## config.mk

```make
export PLATFORM = sky130hd
export DESIGN_NAME = sram_arbiter
export DESIGN_NICKNAME = d
export VERILOG_FILES = /design/src/rtl/sram_arb_pkg.sv /design/src/rtl/rr_arbiter.sv /design/src/rtl/sram_arbiter.sv
export SDC_FILE = /design/constraint.sdc
export NUM_CORES = 1
export LEC_CHECK = 0
export ABC_AREA = 0
export BUFFER_PORTS_ARGS = -buffer_cell sky130_fd_sc_hd__clkbuf_2
export CAP_MARGIN = 40
export CORE_ASPECT_RATIO = 0.7
export CORE_MARGIN = 3
export CORE_UTILIZATION = 25
export CTS_BUF_LIST = sky130_fd_sc_hd__clkbuf_2
export CTS_CLUSTER_DIAMETER = 30
export DETAILED_ROUTE_END_ITERATION = 10
export SLEW_MARGIN = 20
export SYNTH_ARGS = -nofsm -noshare
export SYNTH_HDL_FRONTEND = slang
export SYNTH_SLANG_ARGS = --single-unit
```

## constraint.sdc

```tcl
create_clock -name clk -period 1.35 [get_ports clk]
set_clock_uncertainty 0.15 [all_clocks]
set_input_delay 0.2025 -clock clk [delete_from_list [all_inputs] [get_ports clk]]
set_output_delay 0.2025 -clock clk [all_outputs]
set_load 0.01 [all_outputs]
```

## src/rtl/sram_arb_pkg.sv

```systemverilog
// Shared constants and helpers for the SRAM round-robin arbiter.
// Configuration macro: SRAM_ARB_STATS_EN (see sram_arbiter.sv).
package sram_arb_pkg;

    // Upper bound on the number of requesters sharing one SRAM.
    localparam int unsigned NUM_REQ_MAX = 8;

    // Width of each per-requester grant statistics counter.
    localparam int unsigned STATS_CNT_W = 16;

    // Next round-robin position after idx, wrapping at n.
    function automatic int unsigned wrap_inc(input int unsigned idx, input int unsigned n);
        return (idx + 1 >= n) ? 0 : idx + 1;
    endfunction

endpackage

```

## src/rtl/rr_arbiter.sv

```systemverilog
// Combinational round-robin arbiter: one-hot grant from a request vector,
// searching upward from ptr and wrapping modulo N. Holds no state; the
// owner keeps the pointer.
module rr_arbiter #(
    parameter int unsigned N     = 2,
    parameter int unsigned PTR_W = $clog2(N)
) (
    input  logic [N-1:0]     req,
    input  logic [PTR_W-1:0] ptr,
    output logic [N-1:0]     gnt
);

    logic [PTR_W-1:0] idx;
    logic             found;

    // First active request at or after ptr wins.
    always_comb begin
        gnt   = '0;
        found = 1'b0;
        idx   = '0;
        for (int unsigned k = 0; k < N; k++) begin
            idx = PTR_W'((32'(ptr) + k) % N);
            if (!found && req[idx]) begin
                gnt[idx] = 1'b1;
                found    = 1'b1;
            end
        end
    end

endmodule

```

## src/rtl/sram_arbiter.sv

```systemverilog
// Round-robin arbiter in front of a single-port SRAM (combinational read,
// synchronous write). One command accepted per cycle; the winner is
// registered onto the SRAM pins (stage A) and read data is registered into a
// shared response bus with a per-requester valid pulse (stage B).
// Optional feature macro: SRAM_ARB_STATS_EN adds stats_clr / grant_cnt.
module sram_arbiter
    import sram_arb_pkg::*;
#(
    parameter int unsigned ADDR_WIDTH = 4,
    parameter int unsigned DATA_WIDTH = 8,
    parameter int unsigned NUM_REQ    = 2
) (
    input  logic                          clk,
    input  logic                          rst_n,
`ifdef SRAM_ARB_STATS_EN
    input  logic                          stats_clr,
    output logic [NUM_REQ*STATS_CNT_W-1:0] grant_cnt,
`endif
    input  logic [NUM_REQ-1:0]            req_valid,
    output logic [NUM_REQ-1:0]            req_ready,
    input  logic [NUM_REQ-1:0]            req_we,
    input  logic [NUM_REQ*ADDR_WIDTH-1:0] req_addr,
    input  logic [NUM_REQ*DATA_WIDTH-1:0] req_wdata,
    output logic [NUM_REQ-1:0]            rsp_valid,
    output logic [DATA_WIDTH-1:0]         rsp_rdata,
    output logic                          sram_we,
    output logic [ADDR_WIDTH-1:0]         sram_addr,
    output logic [DATA_WIDTH-1:0]         sram_wdata,
    input  logic [DATA_WIDTH-1:0]         sram_rdata
);

    localparam int unsigned PTR_W = $clog2(NUM_REQ);

    if (NUM_REQ < 2 || NUM_REQ > NUM_REQ_MAX) begin : g_num_req_check
        $error("sram_arbiter: NUM_REQ=%0d outside 2..%0d", NUM_REQ, NUM_REQ_MAX);
    end

    typedef struct packed {
        logic                  we;
        logic [ADDR_WIDTH-1:0] addr;
        logic [DATA_WIDTH-1:0] wdata;
    } arb_cmd_t;

    logic [PTR_W-1:0]      ptr_q, ptr_d;
    logic [NUM_REQ-1:0]    gnt_raw, grant;
    logic [PTR_W-1:0]      gnt_idx;
    logic                  xfer;
    arb_cmd_t              gnt_cmd, cmd_q, cmd_d;
    logic                  rd_pend_q, rd_pend_d;
    logic [PTR_W-1:0]      rd_id_q, rd_id_d;
    logic [NUM_REQ-1:0]    rsp_valid_q, rsp_valid_d;
    logic [DATA_WIDTH-1:0] rsp_rdata_q, rsp_rdata_d;

    rr_arbiter #(
        .N     (NUM_REQ),
        .PTR_W (PTR_W)
    ) u_rr (
        .req (req_valid),
        .ptr (ptr_q),
        .gnt (gnt_raw)
    );

    // No grants while reset is held, so nothing is accepted during reset.
    assign grant     = rst_n ? gnt_raw : '0;
    assign req_ready = grant;
    assign xfer      = |grant;

    // Encode the one-hot grant and select the winner's command fields.
    always_comb begin
        gnt_idx = '0;
        for (int unsigned i = 0; i < NUM_REQ; i++) begin
            if (grant[i]) gnt_idx = PTR_W'(i);
        end
        gnt_cmd.we    = req_we[gnt_idx];
        gnt_cmd.addr  = req_addr[gnt_idx*ADDR_WIDTH +: ADDR_WIDTH];
        gnt_cmd.wdata = req_wdata[gnt_idx*DATA_WIDTH +: DATA_WIDTH];
    end

    // Next state: pointer rotation, stage A command, stage B response.
    always_comb begin
        ptr_d       = ptr_q;
        cmd_d       = cmd_q;
        cmd_d.we    = 1'b0;  // idle cycles keep addr/wdata, never write
        rd_pend_d   = 1'b0;
        rd_id_d     = rd_id_q;
        rsp_valid_d = '0;
        rsp_rdata_d = rsp_rdata_q;
        if (xfer) begin
            ptr_d     = PTR_W'(wrap_inc(32'(gnt_idx), NUM_REQ));
            cmd_d     = gnt_cmd;
            rd_pend_d = ~gnt_cmd.we;
            rd_id_d   = gnt_idx;
        end
        if (rd_pend_q) begin
            rsp_valid_d[rd_id_q] = 1'b1;
            rsp_rdata_d          = sram_rdata;
        end
    end

    // State registers; reset also cancels any write sitting on the SRAM pins.
    always_ff @(posedge clk or negedge rst_n) begin
        if (!rst_n) begin
            ptr_q       <= '0;
            cmd_q       <= '0;
            rd_pend_q   <= 1'b0;
            rd_id_q     <= '0;
            rsp_valid_q <= '0;
            rsp_rdata_q <= '0;
        end else begin
            ptr_q       <= ptr_d;
            cmd_q       <= cmd_d;
            rd_pend_q   <= rd_pend_d;
            rd_id_q     <= rd_id_d;
            rsp_valid_q <= rsp_valid_d;
            rsp_rdata_q <= rsp_rdata_d;
        end
    end

    assign sram_we    = cmd_q.we;
    assign sram_addr  = cmd_q.addr;
    assign sram_wdata = cmd_q.wdata;
    assign rsp_valid  = rsp_valid_q;
    assign rsp_rdata  = rsp_rdata_q;

`ifdef SRAM_ARB_STATS_EN
    logic [STATS_CNT_W-1:0] cnt_q [NUM_REQ];

    // Saturating per-requester transfer counters; clear beats increment.
    always_ff @(posedge clk or negedge rst_n) begin
        if (!rst_n) begin
            for (int unsigned i = 0; i < NUM_REQ; i++) cnt_q[i] <= '0;
        end else begin
            for (int unsigned i = 0; i < NUM_REQ; i++) begin
                if (stats_clr) begin
                    cnt_q[i] <= '0;
                end else if (grant[i] && (cnt_q[i] != '1)) begin
                    cnt_q[i] <= cnt_q[i] + 1'b1;
                end
            end
        end
    end

    // Pack counters into the flat output, slice i for requester i.
    always_comb begin
        grant_cnt = '0;
        for (int unsigned i = 0; i < NUM_REQ; i++) begin
            grant_cnt[i*STATS_CNT_W +: STATS_CNT_W] = cnt_q[i];
        end
    end
`endif

endmodule

```

==> run summary <==
The initial standard-cell utilization of the core was 0.275. At the pin with the least slew margin, the transition time is 0.428 ns. The register area share after synthesis is 0.570. For the number of failing setup endpoints in the final timing report, the log shows 9. The clock edge transition at the registers on the reported setup and hold paths works out to 0.24 ns. The tools report the iteration count of the initial detailed-routing pass as 4. STA classifies the critical path endpoint as a primary output. The run gives -0.582 ns as the final sum of negative setup slack. Kind of path behind the tightest hold check: input pin to flop. The tools report the post-layout net count as 255. The tools report the final core utilization as 0.475. The critical path in this run is classified as flop to primary output. 0 antenna diodes ended up in the layout. The die is 86.8 µm wide. The total global routing overflow was 0; the total routing resource utilization after global routing was 0.133. The final design area excluding fillers is 1970 µm², and the area after detailed placement is 1530 µm². The share of final-layout standard cells stronger than drive strength 1 is 0.417.

Per-cell routed wire length: 13.9 µm. The completed layout was analyzed and its total power is 1890 µW. Total standard cell area after synthesis: 1140 µm². The CTS sink count is 26, and the mean number of vias per cell is 4.53. In this run, placement finished with an instance count of 222. The tools report the critical path data required time as 1.00 ns.

TritonCTS built the clock tree. After detailed routing, the number of remaining DRC violations is 0. During I/O placement, the number of pins put on the boundary was 63.

Measured along the y axis, the die boundary spans 62.6 µm. The logs give 0.715 for the remaining max-slew budget at the tightest pin and 2 for the clock tree buffer depth. Startpoint type of the worst setup path: a flop.

Leakage power of the design: 0.000938 µW. During placement, the flow inserted port buffers numbering 62. In this run, CTS created clock tree buffers numbering 3. The hold violation count in the final report is 0, and the number of standard-cell rows in the floorplan is 19.

Register bit total from synthesis: 26. The maximum clock rate is 0.641 GHz. Once detail routing completed, the nets flagged for antenna violations numbered 0. The first routing iteration left 72 violations.

The logs give 1147 for the via count of the first global-routing pass and 442 µm² for the area occupied by multi-input gates. Max-cap violations in this run came to 0. The number of fillers in the final layout came out at 396.

Setup repair after global routing could not meet its margin everywhere. The logs give 0.716 for the final weighted congestion of routability-driven global placement and 475 µV for the maximum VDD drop. The checks that failed: setup timing. Power spread over the standard cell area amounts to 956 nW/µm². Die area: 5430 µm². The gate count after technology mapping is 109. In this run the standard cell core region covers 4160 µm². Dividing the synthesized area by the synthesized cell count gives 10.5 µm².

The total area of sequential cells was 651 µm²; the number of max-slew violations in the final report was 0. The share of the cycle needed by the critical path after routing is 1.16, and the area growth from synthesis to final layout is 72.8%. The final critical path time including I/O delays and setup is 1.56 ns. The final worst slack was -0.209 ns. The number of antenna violations at the first check in global routing came out at 0.

The total detailed-routing wirelength was 3720 µm; the clock latency on the worst-skew pair was 0.35 ns. Yosys printed 0 warnings. Along the worst hold path, the cell count comes to 3. The run gives 147 as the number of nets in the synthesized netlist.

The first global-routing pass estimated 5700 µm of wire. The total number of vias came out at 1215. The run finished, with violations left.

The number of cells on the worst reg-to-reg path is 4. The tools report the number of levels the H-tree was split into as 1. The HPWL after detailed placement is 2280 µm. At the worst endpoint, the arrival time is 1.21 ns. Of all nets on the critical path, the largest fanout is 3. For the post-layout instance count excluding filler cells, the log shows 268.

CTS placed an instance of clkbuf_2 at the clock tree root. The count of different cell masters after synthesis was 20; the maximum number of pins on one net before global-route repair was 27.
[layout by cell type (no fill, tap or decap), drive strengths merged]
cell / Yosys / layout
a21oi: 1 / 1
clkbuf: 0 / 64
and3: 1 / 1
o21a: 1 / 1
nor2: 13 / 13
nor2b: 1 / 1
and2: 2 / 2
buf: 9 / 15
and2b: 1 / 1
dfrtp: 26 / 26
mux2: 8 / 8
o21ai: 14 / 14
nand2b: 1 / 1
a31oi: 12 / 12
inv: 1 / 1
clkinv: 0 / 1
nand3: 13 / 13
a21boi: 1 / 1
o22ai: 1 / 1
nand2: 3 / 3
dlygate4sd3: 0 / 36
[report_power, final]
part	internal, µW	switching, µW
logic	340	282
registers	898	72.3
clock network	64.4	230
[stage by stage]
stage / hold WS, ns / setup WS, ns
final: 0.0732 / -0.209
after global routing: 0.0392 / -0.324
after CTS: 0.0159 / -0.238
after detailed placement: 0.0528 / 0.00410
after global placement: 0.0588 / 0.0437
after floorplan: -0.243 / 0.0771
[synthesized netlist by cell type (all sizes together)]
library cell,n,area share
nand2b,1,0.0055
nand2,3,0.0099
a21boi,1,0.0066
o22ai,1,0.0055
inv,1,0.0033
dfrtp,26,0.57
buf,9,0.054
nand3,13,0.057
and2b,1,0.0077
a21oi,1,0.0044
a31oi,12,0.066
and3,1,0.0055
and2,2,0.011
mux2,8,0.079
nor2b,1,0.0055
nor2,13,0.043
o21ai,14,0.061
o21a,1,0.0066
[routing by layer]
metal	share of wire	vias to the layer above	wire [µm]	track usage
met2	0.51	48	1890	0.221
met4	0.015	0	55	0.0311
met1	0.41	562	1540	0.179
met5	0	-	0	0
li1	-	601	-	-
met3	0.063	4	235	0.0237
[critical path, cell delays in order, from the launching register on]
cell and delay, ns:
dfrtp_1 0.44, and2b_4 0.27, nor2_1 0.04, clkbuf_2 0.12
[path summary, 6_finish.rpt]
| path | slack, ns | endpoint | start |
|---|---|---|---|
| setup / recovery | -0.21 | req_ready[1] | ptr_q$_DFFE_PN0P_ |
| hold / removal | 0.07 | rd_id_q$_DFFE_PN0P_ | req_valid[1] |
| setup reg to reg | -0.07 | rd_pend_q$_DFF_PN0_ | ptr_q$_DFFE_PN0P_ |
| hold reg to reg | 0.33 | rsp_valid[0]$_DFF_PN0_ | rd_id_q$_DFFE_PN0P_ |
| max in group asynchronous | 0.53 | sram_addr[2]$_DFFE_PN0P_ | rst_n |
| min in group asynchronous | 0.23 | rd_id_q$_DFFE_PN0P_ | rst_n |
[repair_timing]
item,in CTS,in global routing
pin swaps,0,0
buffers inserted,1,5
endpoints found under the setup margin,11,31
hold endpoints to repair,48,1
hold buffers,35,1
resized for setup,4,3
[area by class of cell]
type / instances / share of cell area
clock inverters: 1 / 0.00190
inverters: 1 / 0.00190
repair buffers: 112 / 0.402
well taps: 52 / 0.0330
flip-flops and latches: 26 / 0.330
clock buffers: 3 / 0.00760
multi-input cells: 73 / 0.224
[kinds of logic (layout without fill, tap and decap cells)]
group	Yosys count	count (layout)	synth area share
AOI/OAI and AO/OA	30	30	0.150
muxes	8	8	0.0789
and+or+nand+nor	35	35	0.145
DFF	26	26	0.570
buffers and inverters	10	117	0.0570
[registers in the layout, indices dropped and copies added (netlist names)]
register / count
rd_pend_q: 1
rsp_valid: 2
sram_addr: 4
rsp_rdata: 8
sram_we: 1
rd_id_q: 1
ptr_q: 1
sram_wdata: 8
No activity file was read; power rests on OpenSTA's default activity.
